`config.mk`:
```
export PLATFORM = sky130hd
export DESIGN_NAME = apb_master_bridge
export DESIGN_NICKNAME = d
export VERILOG_FILES = /design/src/rtl/apb_master_bridge.sv
export SDC_FILE = /design/constraint.sdc
export NUM_CORES = 1
export LEC_CHECK = 0
export ABC_AREA = 1
export CORE_UTILIZATION = 40
export DETAILED_ROUTE_END_ITERATION = 10
export PLACE_DENSITY = 0.84
export SYNTH_ARGS = -nofsm -noshare
export SYNTH_HDL_FRONTEND = slang
export SYNTH_SLANG_ARGS = --single-unit
```
`constraint.sdc`:
```
create_clock -name PCLK -period 3.15 [get_ports PCLK]
set_clock_uncertainty 0.15 [all_clocks]
set_input_delay 0.4725 -clock PCLK [delete_from_list [all_inputs] [get_ports PCLK]]
set_output_delay 0.4725 -clock PCLK [all_outputs]
set_load 0.02 [all_outputs]
```
`src/rtl/apb_master_bridge.sv`:
```
// APB3 initiator: turns a single valid/ready request into one SETUP/ACCESS transfer
// to the slave chosen by req_addr[15:12], then returns a one-cycle response.
module apb_master_bridge #(
    parameter int unsigned NSLV    = 4,
    parameter int unsigned TIMEOUT = 255
) (
    input  logic                PCLK,
    input  logic                PRESETn,
    input  logic                req_valid,
    output logic                req_ready,
    input  logic                req_write,
    input  logic [31:0]         req_addr,
    input  logic [31:0]         req_wdata,
    output logic                rsp_valid,
    output logic [31:0]         rsp_rdata,
    output logic                rsp_err,
    output logic [NSLV-1:0]     PSEL,
    output logic                PENABLE,
    output logic                PWRITE,
    output logic [31:0]         PADDR,
    output logic [31:0]         PWDATA,
    input  logic [NSLV*32-1:0]  PRDATA,
    input  logic [NSLV-1:0]     PREADY,
    input  logic [NSLV-1:0]     PSLVERR
);

    localparam int unsigned CNT_W = 16;
    localparam int unsigned IDX_W = 4;
    // Wait count at which the next low PREADY edge is the last one allowed.
    localparam logic [CNT_W-1:0] CNT_LAST = CNT_W'(TIMEOUT - 1);

    typedef enum logic [1:0] {
        IDLE   = 2'd0,
        SETUP  = 2'd1,
        ACCESS = 2'd2
    } state_t;

    state_t             state;
    logic [IDX_W-1:0]   idx;
    logic [CNT_W-1:0]   wait_cnt;
    logic               sel_ready;
    logic               sel_err;
    logic [31:0]        sel_rdata;
    logic               timeout_hit;
    logic               decode_err;

    assign req_ready   = (state == IDLE);
    assign timeout_hit = (TIMEOUT != 0) && (wait_cnt == CNT_LAST);
    assign decode_err  = (32'(req_addr[15:12]) >= NSLV);

    // Return-path mux for the slave captured at accept time.
    always_comb begin
        sel_ready = 1'b0;
        sel_err   = 1'b0;
        sel_rdata = '0;
        for (int i = 0; i < NSLV; i++) begin
            if (idx == IDX_W'(i)) begin
                sel_ready = PREADY[i];
                sel_err   = PSLVERR[i];
                sel_rdata = PRDATA[32*i +: 32];
            end
        end
    end

    always_ff @(posedge PCLK or negedge PRESETn) begin
        if (!PRESETn) begin
            state     <= IDLE;
            idx       <= '0;
            wait_cnt  <= '0;
            PSEL      <= '0;
            PENABLE   <= 1'b0;
            PWRITE    <= 1'b0;
            PADDR     <= '0;
            PWDATA    <= '0;
            rsp_valid <= 1'b0;
            rsp_rdata <= '0;
            rsp_err   <= 1'b0;
        end else begin
            rsp_valid <= 1'b0;
            case (state)
                IDLE: begin
                    if (req_valid) begin
                        PWRITE   <= req_write;
                        PADDR    <= req_addr;
                        PWDATA   <= req_wdata;
                        idx      <= req_addr[15:12];
                        wait_cnt <= '0;
                        if (decode_err) begin
                            rsp_valid <= 1'b1;
                            rsp_err   <= 1'b1;
                            rsp_rdata <= '0;
                        end else begin
                            PSEL  <= NSLV'(1) << req_addr[15:12];
                            state <= SETUP;
                        end
                    end
                end
                SETUP: begin
                    PENABLE <= 1'b1;
                    state   <= ACCESS;
                end
                ACCESS: begin
                    if (sel_ready) begin
                        PSEL      <= '0;
                        PENABLE   <= 1'b0;
                        state     <= IDLE;
                        rsp_valid <= 1'b1;
                        rsp_err   <= sel_err;
                        rsp_rdata <= PWRITE ? 32'd0 : sel_rdata;
                    end else if (timeout_hit) begin
                        // Slave never answered: abandon it and report an error.
                        PSEL      <= '0;
                        PENABLE   <= 1'b0;
                        state     <= IDLE;
                        rsp_valid <= 1'b1;
                        rsp_err   <= 1'b1;
                        rsp_rdata <= '0;
                    end else begin
                        wait_cnt <= wait_cnt + 1'b1;
                    end
                end
                default: begin
                    PSEL    <= '0;
                    PENABLE <= 1'b0;
                    state   <= IDLE;
                end
            endcase
        end
    end

endmodule

```
==> metrics.md, run 1 <==
| Metric | Value |
|---|---|
| Row count | 45 |
| Number of setup violations in the final report | 0 |
| Sequential fraction of the synthesis area | 0.490 |
| Setup slack, reg-to-reg | around 890 ps |
| CORE AREA | 15200 um2 |
| Final #Nets | 1199 |
| Vias in the first global route | roughly 6000 |
| Ranking of synthesized cells by area | dfrtp_1, nand2_1, mux2_2, nand3_1, or2_2 |
| Root buf cell | clkbuf_16 |
| Status | finished clean |
| Period utilization | 0.764 |
| Initial Util | 0.410 |
| Worst hold path class | register to register |
| Clk buf depth | 2 |
| FFs w/ async S/R, synth | 1.00 |
| Drt pass-1 iters | 4 |
| Final Instance Area | 10100 um2 |
| Met2 WL post-DR | 10.3 mm |
| Die area | 16100 um2 |
| Mapped Cells | 692 |
| Synth Cell Area | 6230 um2 |
| TritonCTS buffer count | 17 |
| Setup crit end kind | output port |
| Vias | 6008 |
| CP cell instances | clkdlybuf4s50_1 |
| Hold path startpoint | rsp_rdata[7]$_DFFE_PN0P_ |
| Worst EP required | approximately 2500 ps |
| Layout Cells excl Fill | 1194 |
| RSZ-0062 raised after global routing | no |
| Reg-to-reg startpoint | PADDR[12]$_DFFE_PN0P_ |
| Max VDD drop | 679 uV |
| Mean Syn Cell Area | about 9.0 um2 |
| Post-Route M1 WL | 7.78 mm |
| Max-cap violations | 0 |
| Pleak | roughly 4.4 nW |
| Crit path depth | 1 |
| Placed cells | around 1200 |
| Crit path DAT | 1790 ps |
| PostCTS Resize Cnt | 0 |
| Synthesized flop and latch total | 122 |
| Ratio of cells with drive above 1 in the final layout | 0.157 |
| Worst Hold Path Cells | 2 |
| DRC viols | 0 |
| Number of distinct library cells after synthesis | 33 |
| Peak Freq | just over 400 MHz |
| Fin crit period | 2410 ps |
| Gpl congestion | approximately 0.88 |
| Synth top area share | 0.490 |
| Final Hold Fails | 0 |
| Pwr Density | ~770 nW/um2 |
| Min-Delay Endpoint | rsp_rdata[7]$_DFFE_PN0P_ |
| Top_reg_cell synth | dfrtp_1 |
| Area Growth Syn to Fin | 62.3% |
| Ports | 309 |
| Final worst setup slack | between 700 and 800 ps |
| WL per Instance | 17.0 um |
| FF-to-FF path depth | 10 |
| Final setup TNS | 0 ps |
| Fin. max-slew vios | 0 |
| PortBufs | ~300 |
| CTS tree | done |
| EDFF count, synth | 0 |
| Dominant cell type by area after synthesis | dfrtp_1 |
| CTS Sinks | 122 |
| Cell family with most CP delay | buffers and inverters |
| Antenna diodes | 0 |
| Initial DRC count | about 340 |
| Largest net degree at the start of global routing | 82 |
| Utilization after layout | 0.665 |
| GRT Total Usage | 0.256 |
| Aggregate global routing overflow | 0 |
| Syn nets | 898 |
| First-pass GRT wire length | 31.2 mm |
| CP max stage cell | clkdlybuf4s50_1 |
| Slew margin rel. | 0.444 |
| WL met3 | 1.61 mm |
| Critical Path Start Type | register |
| Post-layout power | 7.77 mW |
| Setup CP Type | register to output port |
| DRT Wirelength | 20.4 mm |
| Number of synthesis warnings | 0 |
| Die Y | between 100 and 150 um |
| Clock slew at reported path FFs | 60 ps |
| Vias per inst | 5.03 |
| Place WS | 777 ps |
| Worst slew pin tran | about 830 ps |
| Highest metal used | met4 |
| Die X | 127 um |
| Initial antenna violation count | 0 |
| Commonest non-fill, non-tap cell in the layout | clkdlybuf4s50_1 |
| Most frequent cells in the layout | clkdlybuf4s50_1, nand2_1, dfrtp_1 |
| Htree depth | 4 |
| Remaining antenna violation count | 0 |
| CP max stage delay | approximately 720 ps |
| Reg2reg end | rsp_rdata[6]$_DFFE_PN0P_ |
| Buffers plus inverters on the worst setup path | 1 |
| Worst-path fanout max | 12 |
| Detailed placement HPWL | around 15 mm |
| Clk Latency, worst-skew pair | 420 ps |
| Min Hold Slack | between 300 and 400 ps |
| Post-DP Area | around 9400 um2 |
logic make-up (layout without fill, tap and decap cells):
| group | Yosys count | in the layout | synth area share |
|---|---|---|---|
| simple gates | 382 | 382 | 0.284 |
| buf+inv | 67 | 381 | 0.0551 |
| flops | 122 | 122 | 0.490 |
| mux | 61 | 61 | 0.110 |
| compound gates | 48 | 48 | 0.0424 |
| xor+xnor | 10 | 10 | 0.0141 |
| fa+ha+maj | 2 | 2 | 0.00402 |
synthesized netlist by cell type (3+ instances only):
master and instances:
nor2_2 4, buf_2 13, clkbuf_1 10, inv_1 29, nand3_1 97, xnor2_1 4, or2_2 32, nor3_1 5
xor2_1 6, nand2_1 191, buf_6 9, dfrtp_1 122, nor2_4 4, o21ai_2 5, mux2_2 61, o21ai_1 3
inv_2 3, nand2_2 3, nand4_1 6, o21ai_0 37, nor2_1 33
area by class of cell:
class / instances / area [um2]
Fill cell: 1181 / 5100
Timing Repair Buffer: 316 / 3170
Sequential cell: 122 / 3050
Multi-Input combinational cell: 503 / 2840
Clock buffer: 17 / 425
Clock inverter: 15 / 258
Tap cell: 188 / 235
Inverter: 33 / 124
worst max-delay path by stage:
stage                               start                   endpoint
finish              PADDR[12]$_DFFE_PN0P_                  PADDR[12]
global route        PADDR[12]$_DFFE_PN0P_                  PADDR[12]
CTS                 PADDR[12]$_DFFE_PN0P_                  PADDR[12]
detailed placement              PREADY[3]   rsp_rdata[6]$_DFFE_PN0P_
global placement                PREADY[3]  rsp_rdata[20]$_DFFE_PN0P_
floorplan           PADDR[12]$_DFFE_PN0P_   wait_cnt[14]$_DFFE_PN0P_
metal layers:
layer | global-route usage | up-vias
li1 | - | 2877
met1 | 0.283 | 2857
met2 | 0.458 | 229
met3 | 0.0730 | 45
met4 | 0.115 | 0
met5 | 0 | -
sequential cells by signal (all words and copies together) (netlist names), 2 cells and up:
register / count
PADDR: 32
PSEL: 4
PWDATA: 32
rsp_rdata: 32
state: 2
wait_cnt: 16
timing repair:
item | CTS | global route
endpoints found under the setup margin | 0 | 0
setup buffers | 0 | 0
hold buffers | 1 | 0
endpoints found under the hold margin | 36 | 0
where the power goes:
part / internal [mW] / total [mW] / leakage, nW / switching (mW)
clock network: 1.50 / 2.26 / 0.330 / 0.759
registers: 2.00 / 2.31 / 1.54 / 0.315
logic: 1.49 / 3.19 / 2.53 / 1.70
total: 4.99 / 7.77 / 4.40 / 2.78
No activity file was read; power rests on OpenSTA's default activity.
==> run 2, diff against run 1 <==
--- a/config.mk
+++ b/config.mk
@@ -6,9 +6,9 @@
 export NUM_CORES = 1
 export LEC_CHECK = 0
 export ABC_AREA = 1
-export CORE_UTILIZATION = 40
+export CORE_UTILIZATION = 37
 export DETAILED_ROUTE_END_ITERATION = 10
-export PLACE_DENSITY = 0.84
+export PLACE_DENSITY = 0.82
 export SYNTH_ARGS = -nofsm -noshare
 export SYNTH_HDL_FRONTEND = slang
 export SYNTH_SLANG_ARGS = --single-unit
==> constraint.sdc (replaced) <==
create_clock -name PCLK -period 1.9 [get_ports PCLK]
set_clock_uncertainty 0.15 [all_clocks]
set_input_delay 0.285 -clock PCLK [delete_from_list [all_inputs] [get_ports PCLK]]
set_output_delay 0.285 -clock PCLK [all_outputs]
set_load 0.02 [all_outputs]
==> metrics.md, run 2 (same netlist as run 1, synthesis figures left out) <==
| Metric | Value |
|---|---|
| Crit path DAT | 1420 ps (-370 ps) |
| Clock slew at reported path FFs | 60 ps (about the same) |
| Worst EP required | 1460 ps (-1070 ps) |
| Aggregate global routing overflow | 0 (unchanged) |
| Clk buf depth | 2 (unchanged) |
| Setup CP Type | register to output port |
| Fin. max-slew vios | 0 (unchanged) |
| Fin crit period | 1850 ps |
| Clk Latency, worst-skew pair | 420 ps (about the same) |
| RSZ-0062 raised after global routing | no |
| Detailed placement HPWL | 15.4 mm (+3.2%) |
| CP max stage delay | 630 ps (-90 ps) |
| Pleak | 4.65 nW (+5.5%) |
| CP cell instances | clkdlybuf4s50_1 |
| CP max stage cell | clkdlybuf4s50_1 |
| Row count | 47 (+4.4%) |
| Commonest non-fill, non-tap cell in the layout | clkdlybuf4s50_1 |
| Cell family with most CP delay | buffers and inverters |
| Htree depth | 4 (unchanged) |
| Placed cells | 1231 (+6.0%) |
| First-pass GRT wire length | 32.4 mm (+3.6%) |
| Die area | 17400 um2 (+8.0%) |
| Fillers | 1358 (+15%) |
| Peak Freq | roughly 540 MHz |
| Final #Nets | 1240 (+3.4%) |
| Die Y | 132 um (+3.9%) |
| DRC viols | 0 (unchanged) |
| Slew margin rel. | 0.659 (+0.215) |
| Initial antenna violation count | 0 (unchanged) |
| Vias | 6158 (+2.5%) |
| DRT Wirelength | 20.6 mm (+1.2%) |
| Place WS | -180 ps (-957 ps) |
| Multi-input logic area | 2880 um2 (+1.2%) |
| Initial DRC count | 274 (-18%) |
| Reg-to-reg startpoint | PADDR[14]$_DFFE_PN0P_ |
| Worst hold path class | input pin to async pin |
| Area Growth Syn to Fin | 69.0% |
| CTS tree | done |
| Period utilization | 0.975 |
| Layout Cells excl Fill | 1267 (+6.1%) |
| Critical Path Start Type | register |
| Antenna diodes | 0 (unchanged) |
| Final Hold Fails | 0 (unchanged) |
| Worst-path fanout max | 2 (-10) |
| Root buf cell | clkbuf_16 |
| WL per Instance | 16.3 um (-4.7%) |
| Status | finished clean |
| Max-cap violations | 0 (unchanged) |
| Setup crit end kind | output port |
| Max VDD drop | 879 uV (+29%) |
| Vias per inst | 4.86 (-3.4%) |
| CORE AREA | 16500 um2 (+8.7%) |
| Utilization after layout | 0.637 (-0.0280) |
| Remaining antenna violation count | 0 (unchanged) |
| Top Registers | PADDR x32, PWDATA x32, rsp_rdata x32 |
| Drt pass-1 iters | 5 (+1) |
| GRT Total Usage | 0.240 (-0.0161) |
| Die X | 132 um (+3.9%) |
| Largest net degree at the start of global routing | 36 (-56%) |
| PortBufs | 308 (unchanged) |
| Most frequent cells in the layout | clkdlybuf4s50_1, nand2_1, dfrtp_1 |
| Gpl congestion | 0.935 (+6.3%) |
| Ratio of cells with drive above 1 in the final layout | 0.198 (+0.0407) |
| Final worst setup slack | 47.3 ps (-695 ps) |
| Post-DP Area | 9860 um2 (+4.8%) |
| TritonCTS buffer count | 17 (unchanged) |
| Crit path from | rsp_rdata[21]$_DFFE_PN0P_ |
| Final Instance Area | 10500 um2 (+4.1%) |
| Storage cell area | 3060 um2 (about the same) |
| Number of setup violations in the final report | 0 (unchanged) |
| Buffers plus inverters on the worst setup path | 1 (unchanged) |
| CTS Sinks | 122 (unchanged) |
| Worst slew pin tran | 512 ps (-322 ps) |
| Vias in the first global route | 6257 (+4.7%) |
| Pwr Density | 1210 nW/um2 (+57%) |
| Ports | 309 (unchanged) |
| Initial Util | 0.377 (-0.0328) |
==> run 2: repair_timing <==
action / CTS / global route
buffers inserted: 0 / 2
hold buffers: 1 / 0
cloned: 1 / 0
resized for setup: 11 / 11
endpoints found under the hold margin: 32 / 0
endpoints found under the setup margin: 39 / 56
pin swaps: 0 / 3
==> run 2: worst paths after layout <==
path / end / slack (ps) / cells after the start
max: rsp_rdata[21] / 50 / 1
min: rsp_rdata[4]$_DFFE_PN0P_ / 280 / 2
max reg2reg: rsp_rdata[4]$_DFFE_PN0P_ / 90 / 9
min reg2reg: rsp_rdata[18]$_DFFE_PN0P_ / 320 / 2
min in group PCLK: rsp_rdata[18]$_DFFE_PN0P_ / 320 / 2
max in group asynchronous: PADDR[13]$_DFFE_PN0P_ / 750 / 3
==> run 2: where the power goes <==
group,switching (mW),internal (mW)
combinational,3.02,2.85
sequential,0.425,3.31
clock,1.30,1.84
==> run 2: area by class of cell <==
cell class	count	area share
clock inverters	15	0.0143
flip-flops and latches	122	0.290
clock buffers	17	0.0404
well taps	220	0.0262
inverters	33	0.0121
multi-input cells	504	0.273
repair buffers	356	0.343
==> run 2: per-stage QoR <==
stage	hold slack (ps)	power, mW	setup TNS, ps
2_1_floorplan	-161	6.70	0
3_3_place_gp	144	9.44	-5280
3_5_place_dp	140	9.56	-5660
4_1_cts	247	12.8	-17.4
5_1_grt	290	13.4	0
6_report	278	12.7	0
==> run 2: routing by layer <==
layer / part of all wire / global-route usage / wire (um)
met3: 0.075 / 0.0742 / 1550
met4: 0.025 / 0.106 / 518
met1: 0.39 / 0.264 / 7980
met5: 0 / 0 / 0
met2: 0.51 / 0.424 / 10500
